===== config.mk =====
export PLATFORM = sky130hd
export DESIGN_NAME = link_slave_rx_flat
export DESIGN_NICKNAME = d
export VERILOG_FILES = /design/src/rtl/link_slave_rx_pkg.sv /design/src/rtl/link_slave_rx_if.sv /design/src/rtl/link_slave_rx_fifo.sv /design/src/rtl/link_slave_rx.sv /design/src/flat_wrapper.sv
export SDC_FILE = /design/constraint.sdc
export NUM_CORES = 1
export LEC_CHECK = 0
export ABC_AREA = 1
export CAP_MARGIN = 15
export CORE_AREA = 5 5 98 81
export CTS_CLUSTER_SIZE = 16
export DETAILED_ROUTE_END_ITERATION = 10
export DIE_AREA = 0 0 103 86
export SLEW_MARGIN = 20
export SYNTH_ARGS = -nofsm -noshare
export SYNTH_HDL_FRONTEND = slang
export SYNTH_SLANG_ARGS = --single-unit

===== constraint.sdc =====
create_clock -name clk -period 2.3 [get_ports clk]
set_clock_uncertainty 0.15 [all_clocks]
set_input_delay 0.46 -clock clk [delete_from_list [all_inputs] [get_ports clk]]
set_output_delay 0.46 -clock clk [all_outputs]
set_load 0.01 [all_outputs]

===== src/rtl/link_slave_rx_pkg.sv =====
// Shared types and widths for the receive side of the req/ack byte link.
//   BYTE_W      link byte width
//   ENTRY_W     receive FIFO entry width ({last, byte})
//   rx_state_t  handshake FSM states
//   rx_entry_t  FIFO payload: last-of-frame tag plus byte
package link_slave_rx_pkg;

  localparam int unsigned BYTE_W  = 8;
  localparam int unsigned ENTRY_W = BYTE_W + 1;

  typedef enum logic [1:0] {
    RX_IDLE,
    RX_DELAY,
    RX_ACK
  } rx_state_t;

  typedef struct packed {
    logic              last;
    logic [BYTE_W-1:0] data;
  } rx_entry_t;

endpackage


===== src/rtl/link_slave_rx_if.sv =====
// Link-side and stream-side signals of the byte receiver.
//   req/data_in/ack                       4-phase byte handshake with the link master
//   out_valid/out_data/out_last/out_ready valid/ready stream towards the consumer
// slave: the receiver's view; master: the environment's view.
interface link_slave_rx_if;
  import link_slave_rx_pkg::*;

  logic              req;
  logic [BYTE_W-1:0] data_in;
  logic              ack;
  logic              out_valid;
  logic [BYTE_W-1:0] out_data;
  logic              out_last;
  logic              out_ready;

  modport slave (
    input  req, data_in, out_ready,
    output ack, out_valid, out_data, out_last
  );

  modport master (
    output req, data_in, out_ready,
    input  ack, out_valid, out_data, out_last
  );

endinterface


===== src/rtl/link_slave_rx_fifo.sv =====
// Synchronous show-ahead FIFO buffering received link bytes.
//   clk, rst   clock, synchronous active-high reset (clears storage and pointers)
//   push, din  write request and data; ignored while full
//   pop        read request; ignored while empty
//   dout       current head entry (valid while !empty)
//   full/empty occupancy flags decoded from the registered count
module link_slave_rx_fifo #(
  parameter int unsigned WIDTH = 9,
  parameter int unsigned DEPTH = 4
) (
  input  logic             clk,
  input  logic             rst,
  input  logic             push,
  input  logic             pop,
  input  logic [WIDTH-1:0] din,
  output logic [WIDTH-1:0] dout,
  output logic             full,
  output logic             empty
);

  localparam int unsigned PTR_W = (DEPTH > 1) ? $clog2(DEPTH) : 1;
  localparam int unsigned CNT_W = $clog2(DEPTH) + 1;

  logic [WIDTH-1:0] mem [DEPTH];
  logic [PTR_W-1:0] wr_ptr;
  logic [PTR_W-1:0] rd_ptr;
  logic [CNT_W-1:0] count;
  logic             do_push;
  logic             do_pop;

  assign do_push = push && !full;
  assign do_pop  = pop && !empty;

  assign full  = (count == CNT_W'(DEPTH));
  assign empty = (count == '0);
  assign dout  = mem[rd_ptr];

  // Storage, power-of-two pointers wrap naturally, occupancy count.
  always_ff @(posedge clk) begin
    if (rst) begin
      for (int unsigned i = 0; i < DEPTH; i++) begin
        mem[i] <= '0;
      end
      wr_ptr <= '0;
      rd_ptr <= '0;
      count  <= '0;
    end else begin
      if (do_push) begin
        mem[wr_ptr] <= din;
        wr_ptr      <= wr_ptr + PTR_W'(1);
      end
      if (do_pop) begin
        rd_ptr <= rd_ptr + PTR_W'(1);
      end
      case ({do_push, do_pop})
        2'b10:   count <= count + CNT_W'(1);
        2'b01:   count <= count - CNT_W'(1);
        default: count <= count;
      endcase
    end
  end

endmodule


===== src/rtl/link_slave_rx.sv =====
// Receive side of the 4-phase req/ack byte link: captures one byte per
// handshake into a small FIFO, re-issues it on a valid/ready stream tagged
// with last-of-frame, and tracks frame position and per-frame XOR checksum.
//   clk, rst    clock, synchronous active-high reset
//   link        link_slave_rx_if.slave: req/data_in/ack and out_* stream
//   frame_done  one-cycle pulse after the last byte of a frame is captured
//   frame_csum  XOR of the most recently completed frame, held
//   byte_idx    bytes captured so far in the current frame
module link_slave_rx
  import link_slave_rx_pkg::*;
#(
  parameter  int unsigned FRAME_BYTES = 4,
  parameter  int unsigned FIFO_DEPTH  = 4,
  parameter  int unsigned ACK_DELAY   = 0,
  localparam int unsigned IDX_W       = $clog2(FRAME_BYTES) + 1
) (
  input  logic              clk,
  input  logic              rst,
  link_slave_rx_if.slave    link,
  output logic              frame_done,
  output logic [BYTE_W-1:0] frame_csum,
  output logic [IDX_W-1:0]  byte_idx
);

  localparam int unsigned DLY_W = 4;

  rx_state_t         state;
  logic              ack;
  logic [DLY_W-1:0]  dly;
  logic [BYTE_W-1:0] csum;
  logic              full;
  logic              empty;
  logic              capture;
  logic              pop;
  logic              is_last;
  rx_entry_t         push_entry;
  rx_entry_t         head;

  // A byte is taken only on leaving IDLE, so each handshake pushes once.
  assign capture    = (state == RX_IDLE) && link.req && !full;
  assign is_last    = (byte_idx == IDX_W'(FRAME_BYTES - 1));
  assign push_entry = '{last: is_last, data: link.data_in};
  assign pop        = !empty && link.out_ready;

  link_slave_rx_fifo #(
    .WIDTH (ENTRY_W),
    .DEPTH (FIFO_DEPTH)
  ) u_fifo (
    .clk   (clk),
    .rst   (rst),
    .push  (capture),
    .pop   (pop),
    .din   (push_entry),
    .dout  (head),
    .full  (full),
    .empty (empty)
  );

  assign link.ack       = ack;
  assign link.out_valid = !empty;
  assign link.out_data  = head.data;
  assign link.out_last  = head.last;

  // Handshake FSM with registered ack, optional pre-ack delay.
  always_ff @(posedge clk) begin
    if (rst) begin
      state <= RX_IDLE;
      ack   <= 1'b0;
      dly   <= '0;
    end else begin
      case (state)
        RX_IDLE: begin
          if (capture) begin
            if (ACK_DELAY > 0) begin
              state <= RX_DELAY;
              dly   <= DLY_W'(ACK_DELAY - 1);
            end else begin
              state <= RX_ACK;
              ack   <= 1'b1;
            end
          end
        end
        RX_DELAY: begin
          if (dly == '0) begin
            state <= RX_ACK;
            ack   <= 1'b1;
          end else begin
            dly <= dly - DLY_W'(1);
          end
        end
        RX_ACK: begin
          // A req that already fell (protocol violation) releases here too.
          if (!link.req) begin
            state <= RX_IDLE;
            ack   <= 1'b0;
          end
        end
        default: begin
          state <= RX_IDLE;
          ack   <= 1'b0;
        end
      endcase
    end
  end

  // Frame position, running checksum and completion pulse.
  always_ff @(posedge clk) begin
    if (rst) begin
      byte_idx   <= '0;
      csum       <= '0;
      frame_csum <= '0;
      frame_done <= 1'b0;
    end else begin
      frame_done <= capture && is_last;
      if (capture) begin
        if (is_last) begin
          frame_csum <= csum ^ link.data_in;
          csum       <= '0;
          byte_idx   <= '0;
        end else begin
          csum     <= csum ^ link.data_in;
          byte_idx <= byte_idx + IDX_W'(1);
        end
      end
    end
  end

endmodule


===== src/flat_wrapper.sv =====
// flat-port wrapper written by rule: the top's interface ports become plain ports
module link_slave_rx_flat import link_slave_rx_pkg::*;
#(
  parameter  int unsigned FRAME_BYTES = 4,
  parameter  int unsigned FIFO_DEPTH  = 4,
  parameter  int unsigned ACK_DELAY   = 0,
  localparam int unsigned IDX_W       = $clog2(FRAME_BYTES) + 1
)
  (clk, rst, frame_done, frame_csum, byte_idx, link_req, link_data_in, link_out_ready, link_ack, link_out_valid, link_out_data, link_out_last);
  link_slave_rx_if link_i ();
  input  logic clk;
  input  logic rst;
  output logic frame_done;
  output logic [BYTE_W-1:0] frame_csum;
  output logic [IDX_W-1:0] byte_idx;
  input wire logic [$bits(link_i.req)-1:0] link_req;
  input wire logic [$bits(link_i.data_in)-1:0] link_data_in;
  input wire logic [$bits(link_i.out_ready)-1:0] link_out_ready;
  output wire logic [$bits(link_i.ack)-1:0] link_ack;
  output wire logic [$bits(link_i.out_valid)-1:0] link_out_valid;
  output wire logic [$bits(link_i.out_data)-1:0] link_out_data;
  output wire logic [$bits(link_i.out_last)-1:0] link_out_last;
  assign link_i.req = link_req;
  assign link_i.data_in = link_data_in;
  assign link_i.out_ready = link_out_ready;
  assign link_ack = link_i.ack;
  assign link_out_valid = link_i.out_valid;
  assign link_out_data = link_i.out_data;
  assign link_out_last = link_i.out_last;
  link_slave_rx #(.FRAME_BYTES(FRAME_BYTES), .FIFO_DEPTH(FIFO_DEPTH), .ACK_DELAY(ACK_DELAY)) u_core (.clk(clk), .rst(rst), .link(link_i), .frame_done(frame_done), .frame_csum(frame_csum), .byte_idx(byte_idx));
endmodule

=== After elaboration in Yosys (flattened, before gate mapping) ===
Memory sizes are Yosys's and may differ from the RTL's. A register that Yosys moved wholly into a read port is not among the register bits.
Cells that the tools add are included.

* Memory bits (writable): 36
* Input bits: 12
* Register bits after elaboration: 34
* Output and inout port bits: 23
* Logic and storage cells: 65
* Memories kept: 1

* $add $sub $neg: 6
* Equal/unequal tests: 9
* Bitwise logic cells: 2
* Muxes and demuxes: 21
* Reduce and logical (&&, ||, !) cells: 16

{| class="wikitable"
|+ Memories
! memory !! depth !! width !! read ports !! clocked after Yosys merged registers in !! wr ports !! RTL line !! RTL
|-
| u_core.u_fifo.mem || 4 || 9 || 1 || 1 || 4 || link_slave_rx_fifo.sv:24 || <nowiki>logic [WIDTH-1:0] mem [DEPTH];</nowiki>
|}

{| class="wikitable"
|+ Operators by type and width
! operator !! count
|-
| 2-bit 2-to-1 mux || 6
|-
| 1-bit 2-to-1 mux || 9
|-
| 9-bit 2-to-1 mux || 1
|-
| 9-bit OR reduction || 1
|-
| 8-bit 2-to-1 mux || 1
|-
| 8-bit XOR || 1
|-
| 3-bit by 1-bit adder with 3-bit output (second input constant) || 2
|-
| 1-bit logical AND || 6
|-
| 2-bit one-hot mux with 3 select lines || 1
|-
| 3-bit one-hot mux with 2 select lines || 1
|-
| 2-bit by 1-bit adder with 2-bit output (second input constant) || 2
|-
| 2-bit by 1-bit equality test with 1-bit output (second input constant) || 2
|-
| 2-bit equality test (second input constant) || 2
|-
| 4-bit logical NOT || 1
|-
| 2-bit by 1-bit != test with 1-bit output (second input constant) || 2
|-
| 2-bit AND reduction || 2
|-
| 4-bit by 1-bit subtractor with 4-bit output (second input constant) || 1
|-
| 3-bit by 2-bit equality test with 1-bit output (second input constant) || 1
|-
| 3-bit equality test (second input constant) || 1
|-
| 3-bit logical NOT || 1
|-
| 3-bit 2-to-1 mux || 1
|-
| 1-bit one-hot mux with 3 select lines || 1
|-
| 3-bit AND reduction || 1
|-
| 3-bit by 1-bit subtractor with 3-bit output (second input constant) || 1
|-
| other kinds (5) || 6
|}

=== Logic depth before layout (Yosys ltp) ===
Gate-level depths: netlist of run 1.

* Depth in word-level cells: 9
* Mapped depth: 13
* Mapped depth without buffers: 13

=== Hierarchy ===
A second synthesis of run 1 with hierarchy kept.

* Cells, all modules: 384
* Area total of the unflattened synthesis: 3250.6 µm²

{| class="wikitable"
|+ By module, submodules not included
! module !! instances !! sequential area each (µm²) !! area each (µm²) !! cells each
|-
| link_slave_rx_fifo || 1 || 1261.2 || 2026.9 || 212
|-
| link_slave_rx || 1 || 420.4 || 1223.7 || 172
|}

=== Least setup slack after synthesis of run 1 ===
No wires, ideal clock.

* Kind: input -> register
* Start: in link_req
* End: mem u_core.u_fifo.mem[3][0] (enable)
* Stages: 5
* Data arrival time: 1603 ps
* Setup time: 387 ps
* Required time: 1763 ps
* Path slack: 160 ps
* Cell sequence: inv_2 > nor2_8 > nand2_2 > buf_4 > o21ai_0

{| class="wikitable"
|+ RTL lines
! element !! RTL line !! RTL
|-
| start, declared || flat_wrapper.sv:16 || <nowiki>input wire logic [$bits(link_i.req)-1:0] link_req;</nowiki>
|-
| end, declared || link_slave_rx_fifo.sv:24 ||
|}

==> results by group, run 1 <==
Outcome
  – Status: completed

Power and ir drop
  – PwrDens: 926 mW/mm2
  – Maximum VDD drop: 454 uV
  – LEAKAGE: 1.60 nW
  – Tot Pwr: 0.00342 W

Place
  – Placed cell areas: 0.00348 mm2
  – Placed cells: 456
  – Detailed Place HPWL: 4.43 mm
  – Buffers added on ports: 34
  – DP Worst Slack: -0.00476 ns
  – Routability congestion estimate: 0.772

Synthesis
  – Syn Nets: 339
  – Syn avg cell area: 9.03 um2
  – Synthesized flop and latch total: 66
  – Post-Synth Simple-Gate Area: 0.214
  – Count of cell types in the netlist: 29
  – Synth Area in XOR/XNOR: 0.0240
  – Largest family of logic cells by synthesized area: simple AND/OR/NAND/NOR gates
  – YS warnings: 0
  – Compound-Gate Fraction of Synth Area: 0.0902
  – Post-synthesis mux area share: 0
  – Cells after Synth: 324
  – Mapped Area: 0.00293 mm2
  – Share of the yosys chip area belonging to registers: 0.575
  – Adder-cell share of the synthesized area: 0.0154

Setup path
  – Worst path max stage delay: 0.35 ns
  – Worst path cell trace: inv_1 -> buf_4 -> o21ai_0 -> o22ai_1 -> dlygate4sd2_1
  – Max FO, Critical Path: 12
  – CP Data Required Time: 1.69 ns
  – Crit path max-delay family: buffers and inverters
  – Reg-to-Reg Start: u_core.u_fifo.count[2]
  – Setup crit start kind: flop
  – Crit path kind: reg2out
  – Worst Setup EP: link_out_data[4]
  – Reg2Reg Depth: 11
  – Crit path depth: 5
  – Bufs and invs on worst path: 3
  – CP arrival: 1.48 ns
  – Register-to-register setup slack: 0.41 ns
  – Reg2reg end: u_core.u_fifo.count[2]
  – CP Capture Type: output pin
  – Slowest cell on the critical path: dfxtp_2

STA
  – Least-Margin Pin Slew: 0.309 ns
  – Final hold viol count: 0
  – RSZ-0062 raised after global routing: no
  – Final period utilization: 0.910
  – Final slew viol count: 0
  – Slew margin rel.: 0.793
  – Fmax: 0.478 GHz
  – Final Critical Period: 2.09 ns
  – Final worst slack: 0.208 ns
  – Final setup vio count: 0

Route
  – Vias per cell: 4.83
  – Vias: 2278
  – Routed wire length: 6.28 mm
  – Antenna-violating nets left: 0
  – # DRC: 0
  – Initial DRC Count: 84
  – Drt pass-1 iters: 4
  – Average routed wire per standard cell: 13.3 um

Finish
  – # nets final: 395
  – Non-filler cells, final: 472
  – Share of layout cells above drive strength 1: 0.122
  – Area Overhead vs Synth: 26.2%
  – # diodes: 0
  – Filler instances: 642
  – Cell area after layout: 0.00369 mm2

Clocking
  – Worst-path clk slew: 0.07 ns
  – TritonCTS clock tree: built
  – Root buf cell: clkbuf_8
  – H-tree levels: 3
  – Inserted Clock Buffers: 9
  – Max Buffers Root-to-Sink: 2
  – Clk_lat worst skew: 0.34 ns
  – Clock sink total: 66

Floorplan
  – Die height: 86 um
  – Starting Density: 0.429
  – Die X: 103 um
  – I/O pins: 35
  – Site row count: 27
  – Core area: 0.00682 mm2
  – Die ar.: 0.00886 mm2

Hold path
  – Hold Path Class: reg2reg

Global route
  – Largest net degree at the start of global routing: 18
  – Initial antenna violation count: 0
  – First-pass GRT wire length: 10.6 mm
  – Congestion Overflow GR: 0
  – Vias in the first global route: 2239
  – Global Route Usage Sum: 0.159

Run
  – Max capacitance violation total: 0
[synth_stat cells (all sizes together)]
library cell  number  area (um2)
o21ai             35         175
nor2              70         287
inv               44         165
buf               10        58.8
nor3               9        50.1
ha                 2        25.0
dfxtp             30         601
or2                1        6.26
o211ai             1        7.51
edfxtp            36        1080
clkbuf             1        3.75
o22ai              9        56.3
xor2               8        70.1
nand4              1        6.26
nand2             39         156
fa                 1        20.0
nand3             19         120
a21oi              5        25.0
clkinv             3        11.3
[stage by stage]
stage | TNS [ns] | hold slack, ns | util
after floorplan | 0 | 0.310 | -
after global placement | 0 | 0.321 | 0.510
after detailed placement | -0.00476 | 0.329 | 0.510
after CTS | 0 | 0.338 | 0.539
after global routing | 0 | 0.356 | 0.541
final | 0 | 0.334 | 0.541
[cells in the final DEF, fill, tap and decap left out, drive strengths merged, types with 2 or more instances in the layout]
| cell type | instances |
|---|---|
| ha | 2 |
| a21oi | 5 |
| dfxtp | 30 |
| nand3 | 19 |
| o21ai | 35 |
| xor2 | 8 |
| dlygate4sd2 | 6 |
| inv | 44 |
| clkdlybuf4s50 | 25 |
| dlymetal6s2s | 3 |
| o22ai | 9 |
| nor2 | 70 |
| edfxtp | 36 |
| nand2 | 39 |
| clkinv | 5 |
| clkbuf | 12 |
| bufinv | 2 |
| buf | 22 |
| nor3 | 9 |
[kinds of logic (layout without fill, tap and decap cells)]
kind of cell    count (synthesis)  after routing
xor+xnor                        8              8
simple gates                  139            139
flops                          66             66
fa+ha+maj                       3              3
buf+inv                        58            119
compound gates                 50             50
[flip-flops by register name, summed over array words and instances (netlist names), named ones only]
signal / cells
u_core.u_fifo.count: 3
u_core.frame_done: 1
u_core.link.ack: 1
u_core.u_fifo.wr_ptr: 2
u_core.frame_csum: 8
u_core.byte_idx: 3
u_core.csum: 8
u_core.u_fifo.rd_ptr: 2
u_core.u_fifo.mem: 36
[layer usage]
layer / vias up / routed length [um] / GRT usage
met1: 1062 / 2930 / 0.202
met5: - / 0 / 0
li1: 1171 / - / -
met2: 38 / 3000 / 0.251
met3: 7 / 284 / 0.0618
met4: 0 / 74 / 0.0471
[power by group]
part           leakage (nW)  switching, W  internal (W)
registers             0.620     0.0000876       0.00138
logic                 0.878      0.000524      0.000402
clock network        0.0997      0.000418      0.000605
[worst reg2reg max path: stages (launching register included)]
cell and delay [ns]:
dfxtp_1 0.38, inv_1 0.09, nand2_1 0.12, nand2_1 0.08, inv_1 0.06, ha_1 0.15
inv_1 0.06, fa_1 0.38, nand2_1 0.08, nand3_1 0.09, nor2_1 0.10, nor2_1 0.05
[how the worst min path moves through the flow]
stage	from	end	slack, ns	cells after the start
final	u_core.csum[0]	u_core.csum[0]	0.33	2
after global routing	u_core.csum[4]	u_core.csum[4]	0.36	2
after CTS	u_core.csum[2]	u_core.csum[2]	0.34	2
after detailed placement	u_core.csum[2]	u_core.csum[2]	0.33	2
after global placement	u_core.csum[1]	u_core.csum[1]	0.32	2
after floorplan	u_core.u_fifo.rd_ptr[1]	flop	0.31	2
[cell type report]
type | instances | area, um2 | area share
sequential | 66 | 1690 | 0.457
tap | 87 | 109 | 0.0295
clock inverter | 4 | 67.6 | 0.0183
clock buffer | 12 | 135 | 0.0366
timing repair buffer | 56 | 509 | 0.138
multi-input combinational | 200 | 1000 | 0.272
inverter | 47 | 179 | 0.0485
[repair_timing]
| item | in CTS | in global routing |
|---|---|---|
| setup endpoints to repair | 9 | 3 |
| hold buffers | 0 | 0 |
| gates resized for setup | 10 | 6 |
| setup buffers | 0 | 0 |
No activity file was read; power rests on OpenSTA's default activity.
==> inputs of run 2 (changes only) <==
- CELL_PAD_IN_SITES_DETAIL_PLACEMENT: unset -> 2
- CELL_PAD_IN_SITES_GLOBAL_PLACEMENT: unset -> 2
- CORE_AREA: 5 5 98 81 -> 5 5 110 91
- DIE_AREA: 0 0 103 86 -> 0 0 115 96
- PLACE_DENSITY_LB_ADDON: unset -> 0.1
==> results by group, run 2 (same netlist as run 1, synthesis figures left out) <==
Setup path
  – Reg-to-Reg Start: u_core.u_fifo.count[2]
  – Slowest cell on the critical path: dfxtp_4
  – Crit path kind: reg2out
  – CP Data Required Time: 1.69 ns (about the same)
  – Reg2Reg Depth: 13 (+2)
  – Reg2reg end: u_core.u_fifo.count[2]
  – Max FO, Critical Path: 18 (+6)
  – Register-to-register setup slack: 0.34 ns (-0.07 ns)
  – CP Capture Type: output pin
  – Worst path cell trace: inv_1 -> buf_12 -> o21ai_0 -> o22ai_1 -> dlygate4sd2_1
  – CP arrival: 1.53 ns (+0.05 ns)
  – Setup crit start kind: flop
  – Worst path max stage delay: 0.39 ns (+0.04 ns)

Floorplan
  – Site row count: 31 (+15%)
  – Die X: 115 um (+12%)
  – I/O pins: 35 (unchanged)
  – Starting Density: 0.331 (-0.0979)
  – Die height: 96 um (+12%)
  – Die ar.: 0.0110 mm2 (+25%)
  – Core area: 0.00884 mm2 (+30%)

Finish
  – # diodes: 0 (unchanged)
  – Filler instances: 994 (+55%)
  – Share of layout cells above drive strength 1: 0.123 (+0.000637)
  – # nets final: 393 (-0.51%)
  – Commonest non-fill, non-tap cell in the layout: nor2_1
  – Most flops, register: u_core.u_fifo.mem
  – Most frequent cells in the layout: nor2_1 (66), inv_1 (42), nand2_1 (37)
  – Number of flip-flops in the largest register: 36 (unchanged)
  – Layout Utilization: 0.424 (-0.117)
  – Largest regs: u_core.u_fifo.mem (36), u_core.csum (8), u_core.frame_csum (8)
  – Multi-input gate area: 0.00100 mm2 (unchanged)
  – Area Overhead vs Synth: 28.1%
  – Register area: 0.00169 mm2 (about the same)

Global route
  – Met3 usage: 0.0434 (-0.0184)
  – First-pass GRT wire length: 13.8 mm (+30%)
  – Met2 Usage GRT: 0.304 (+0.0534)
  – Initial antenna violation count: 0 (unchanged)
  – Largest net degree at the start of global routing: 22 (+4)
  – Gr busiest metal: met2
  – Vias in the first global route: 2689 (+20%)
  – Congestion Overflow GR: 0 (unchanged)
  – Global Route Usage Sum: 0.166 (+0.00671)
  – GR met1 Demand/Resource: 0.192 (-0.00951)

Run
  – Max capacitance violation total: 0 (unchanged)

Outcome
  – Status: completed

Hold path
  – Hold Path Class: reg2reg
  – Hold Path Origin: u_core.byte_idx[2]
  – Hold Crit Endpoint: u_core.byte_idx[2]
  – Hold Path Depth: 2 (unchanged)

STA
  – Final slew viol count: 0 (unchanged)
  – Fmax: 0.468 GHz (-2.1%)
  – Final period utilization: 0.929 (+0.0199)
  – Final Critical Period: 2.14 ns (+0.0458 ns)
  – Slew margin rel.: 0.728 (-0.0645)
  – Final hold viol count: 0 (unchanged)
  – Final worst slack: 0.162 ns (-0.0458 ns)
  – Least-Margin Pin Slew: 0.404 ns (+0.0955 ns)
  – WHS: 0.337 ns (+0.00348 ns)
  – RSZ-0062 raised after global routing: no
  – Setup TNS: 0 ns (unchanged)
  – Final setup vio count: 0 (unchanged)

Power and ir drop
  – LEAKAGE: 1.59 nW (-0.73%)
  – Tot Pwr: 0.00362 W (+5.9%)
  – PwrDens: 967 mW/mm2 (+4.3%)
  – Maximum VDD drop: 361 uV (-21%)

Route
  – Drt pass-1 iters: 4 (unchanged)
  – # DRC: 0 (unchanged)
  – Vias: 2362 (+3.7%)
  – Initial DRC Count: 75 (-11%)
  – Vias per cell: 4.74 (-1.7%)
  – Routed wire length: 8.35 mm (+33%)
  – Average routed wire per standard cell: 16.8 um (+26%)
  – Antenna-violating nets left: 0 (unchanged)

Clocking
  – Root buf cell: clkbuf_8
  – Inserted Clock Buffers: 9 (unchanged)
  – Worst-path clk slew: 0.08 ns (about the same)
  – Clock sink total: 66 (unchanged)
  – # Post-CTS Setup Buffers: 0 (unchanged)
  – TritonCTS clock tree: built
  – Hold-fix buffers, CTS: 0 (unchanged)
  – H-tree levels: 3 (unchanged)
  – Max Buffers Root-to-Sink: 2 (unchanged)
  – Clk_lat worst skew: 0.34 ns (about the same)

Place
  – Buffers added on ports: 34 (unchanged)
  – Routability congestion estimate: 0.730 (-5.6%)
  – DP Worst Slack: -0.0713 ns (-0.0665 ns)
  – Detailed Place HPWL: 6.15 mm (+39%)
run 2: cell types whose count changed in the layout (fill, tap and decap cells not counted), sizes merged:
| cell | change |
|---|---|
| buf | -2 |
| bufinv | +1 |
| clkbuf | -3 |
| clkinv | +2 |
| dlygate4sd2 | +3 |
| dlymetal6s2s | -3 |
run 2: report_power, final:
part / internal (W) / leakage, nW / switching (W)
clock: 0.000709 / 0.118 / 0.000449
combinational: 0.000406 / 0.849 / 0.000579
sequential: 0.00138 / 0.620 / 0.0000949
run 2: worst max path at each step:
stage	to	slack, ns	from
floorplan	u_core.u_fifo.mem[3][0]	0.16	link_req
global placement	u_core.u_fifo.count[2]	0.02	link_req
detailed placement	u_core.u_fifo.mem[0][4]	-0.07	link_req
CTS	link_out_data[1]	0.13	flop
global route	link_out_data[1]	0.05	flop
finish	link_out_data[1]	0.16	flop
run 2: layout make-up:
| cell class | instances | area share |
|---|---|---|
| sequential | 66 | 0.450 |
| multi-input combinational | 200 | 0.268 |
| timing repair buffer | 54 | 0.135 |
| inverter | 47 | 0.0471 |
| tap | 115 | 0.0384 |
| clock buffer | 9 | 0.0331 |
| clock inverter | 7 | 0.0287 |
run 2: per-stage QoR:
step	area [um2]	cells
floorplan	2930	324
global placement	3520	482
detailed placement	3520	482
CTS	3750	498
global route	3750	498
finish	3750	498
run 2: critical path: cells and delay by family, from the launching register on:
family / cells / cell delay [ns]
flip-flops: 1 / 0.39
buffers and inverters: 3 / 0.51
AO/OA/AOI/OAI: 2 / 0.28
run 2: repair_timing:
item                                   CTS  global route
resized for setup                       12             0
setup endpoints to repair                9             0
endpoints found under the hold margin    0             0
run 2: metal layers:
layer  share of wire  vias to the layer above  wire, um
met5               0                        -         0
met4           0.013                        0       109
met3           0.035                        7       295
met2            0.53                       31      4440
met1            0.42                     1169      3510
li1                -                     1155         -
==> inputs of run 3 (changes only) <==
- ABC_CLOCK_PERIOD_IN_PS: unset -> 2000
- clock period: 2.3 -> 2 ns (I/O delays scaled with it)
==> results by group, run 3 (same netlist as run 1, synthesis figures left out) <==
Floorplan
  – Site row count: 31 (unchanged)
  – Starting Density: 0.331 (unchanged)
  – I/O pins: 35 (unchanged)
  – Core area: 0.00884 mm2 (unchanged)
  – Die ar.: 0.0110 mm2 (unchanged)
  – Die height: 96 um (unchanged)
  – Die X: 115 um (unchanged)

Route
  – Antenna-violating nets left: 0 (unchanged)
  – Routed wire length: 8.00 mm (-4.3%)
  – Initial DRC Count: 52 (-31%)
  – Drt pass-1 iters: 4 (unchanged)
  – Vias per cell: 4.78 (+0.81%)
  – Vias: 2405 (+1.8%)
  – Average routed wire per standard cell: 15.9 um (-5.2%)
  – # DRC: 0 (unchanged)

Place
  – Routability congestion estimate: 0.725 (-0.64%)
  – Detailed Place HPWL: 5.94 mm (-3.5%)
  – Buffers added on ports: 34 (unchanged)

Power and ir drop
  – Maximum VDD drop: 352 uV (-2.3%)
  – Internal: 0.00252 W (+0.93%)
  – Comb pwr share: 0.302 (+0.030)
  – Seq pwr share: 0.444 (+0.036)
  – Clock share of power: 0.254 (-0.066)
  – PwrDens: 1030 mW/mm2 (+6.7%)
  – Switching Share: 0.344 (+0.0340)
  – Tot Pwr: 0.00384 W (+6.2%)
  – LEAKAGE: 1.57 nW (-0.84%)
  – NetSw: 0.00132 W (+18%)

Setup path
  – CP arrival: 1.34 ns (-0.19 ns)
  – Crit path kind: reg2out
  – CP Capture Type: output pin
  – CP Data Required Time: 1.45 ns (-0.24 ns)
  – Setup crit start kind: flop
  – Max FO, Critical Path: 18 (unchanged)

Finish
  – Number of flip-flops in the largest register: 36 (unchanged)
  – Most frequent cells in the layout: nor2_1 (66), inv_1 (41), nand2_1 (36), edfxtp_1 (36), dfxtp_1 (25)
  – # nets final: 398 (+1.3%)
  – Largest regs: u_core.u_fifo.mem (36), u_core.csum (8), u_core.frame_csum (8)
  – Share of layout cells above drive strength 1: 0.180 (+0.0577)
  – Commonest non-fill, non-tap cell in the layout: nor2_1
  – Area Overhead vs Synth: 27.4%
  – Layout Utilization: 0.421 (-0.00212)
  – Most flops, register: u_core.u_fifo.mem
  – # diodes: 0 (unchanged)

STA
  – RSZ-0062 raised after global routing: no
  – Fmax: 0.530 GHz
  – Final slew viol count: 0 (unchanged)
  – Setup TNS: 0 ns (unchanged)
  – Slew margin rel.: 0.776 (+0.0475)
  – Least-Margin Pin Slew: 0.336 ns (-0.0686 ns)
  – Final hold viol count: 0 (unchanged)
  – Final Critical Period: 1.89 ns
  – Final setup vio count: 0 (unchanged)
  – Final period utilization: 0.944

Hold path
  – Hold Path Class: reg2reg

Clocking
  – TritonCTS clock tree: built
  – Clock sink total: 66 (unchanged)
  – Clk_lat worst skew: 0.34 ns (about the same)
  – # Post-CTS Setup Buffers: 0 (unchanged)
  – H-tree levels: 3 (unchanged)
  – Worst-path clk slew: 0.07 ns (about the same)
  – Root buf cell: clkbuf_8
  – Inserted Clock Buffers: 9 (unchanged)
  – Hold-fix buffers, CTS: 0 (unchanged)
  – Max Buffers Root-to-Sink: 2 (unchanged)

Global route
  – Largest net degree at the start of global routing: 21 (-4.5%)
  – Vias in the first global route: 2716 (+1.0%)
  – First-pass GRT wire length: 13.3 mm (-3.7%)
  – Congestion Overflow GR: 0 (unchanged)
  – Global Route Usage Sum: 0.157 (-0.00845)
  – Initial antenna violation count: 0 (unchanged)

Outcome
  – Status: completed

Run
  – Max capacitance violation total: 0 (unchanged)
## run 3: cell types whose count changed in the layout (fill, tap and decap cells not counted), moves of 4 or more
cell	delta
o21ai_1	+8
o21ai_0	-8
dfxtp_2	+4
clkbuf_2	+6
dlygate4sd2_1	-8
dfxtp_1	-4
## run 3: worst paths after layout
| path | end | cells after the start | slack, ns | startpoint |
|---|---|---|---|---|
| worst min-delay path | u_core.byte_idx[2] | 2 | 0.34 | u_core.byte_idx[2] |
| worst max-delay path | link_out_data[5] | 5 | 0.11 | flop |
| worst min register to register | u_core.byte_idx[2] | 2 | 0.34 | u_core.byte_idx[2] |
| worst max register to register | u_core.u_fifo.count[1] | 8 | 0.19 | u_core.u_fifo.count[0] |
## run 3: stage by stage
| step | setup WS, ns | hold WS, ns | instances | area, um2 |
|---|---|---|---|---|
| floorplan | -0.0800 | 0.310 | 324 | 2930 |
| global placement | -0.219 | 0.322 | 487 | 3580 |
| detailed placement | -0.280 | 0.332 | 487 | 3580 |
| CTS | -0.0116 | 0.344 | 503 | 3750 |
| global route | 0.0181 | 0.365 | 503 | 3730 |
| finish | 0.113 | 0.340 | 503 | 3730 |
## run 3: power by group through the flow
stage / sequential (W) / combinational, W / clock (W)
2_1_floorplan: 0.00169 / 0.000647 / 0
3_3_place_gp: 0.00171 / 0.00121 / 0
3_5_place_dp: 0.00172 / 0.00126 / 0
4_1_cts: 0.00170 / 0.00120 / 0.00100
5_1_grt: 0.00173 / 0.00130 / 0.00106
6_report: 0.00171 / 0.00116 / 0.000977
## run 3: repair_timing
item                       4_1_cts  5_1_grt
hold endpoints to repair         0        0
gates resized for setup         25       25
setup endpoints to repair       10       11
gates cloned                     0        0
pin swaps                        0        1
## run 3: cell type report
| class | instances | area, um2 |
|---|---|---|
| fill | 1010 | 5120 |
| sequential | 66 | 1690 |
| multi-input combinational | 200 | 1010 |
| timing repair buffer | 59 | 532 |
| inverter | 47 | 176 |
| tap | 115 | 144 |
| clock buffer | 9 | 124 |
| clock inverter | 7 | 46.3 |
## run 3: layer usage
layer / global-route usage / vias up / part of all wire / wire length [um]
li1: - / 1166 / - / -
met1: 0.173 / 1203 / 0.43 / 3420
met2: 0.305 / 30 / 0.53 / 4270
met3: 0.0377 / 6 / 0.030 / 236
met4: 0.0381 / 0 / 0.0088 / 70
met5: 0 / - / 0 / 0
## run 3: worst max-delay path, cell delays in order (launching register included)
cell and delay, ns:
dfxtp_4 0.36, inv_2 0.07, buf_12 0.14, nor2_1 0.05, o22ai_1 0.20, buf_2 0.17
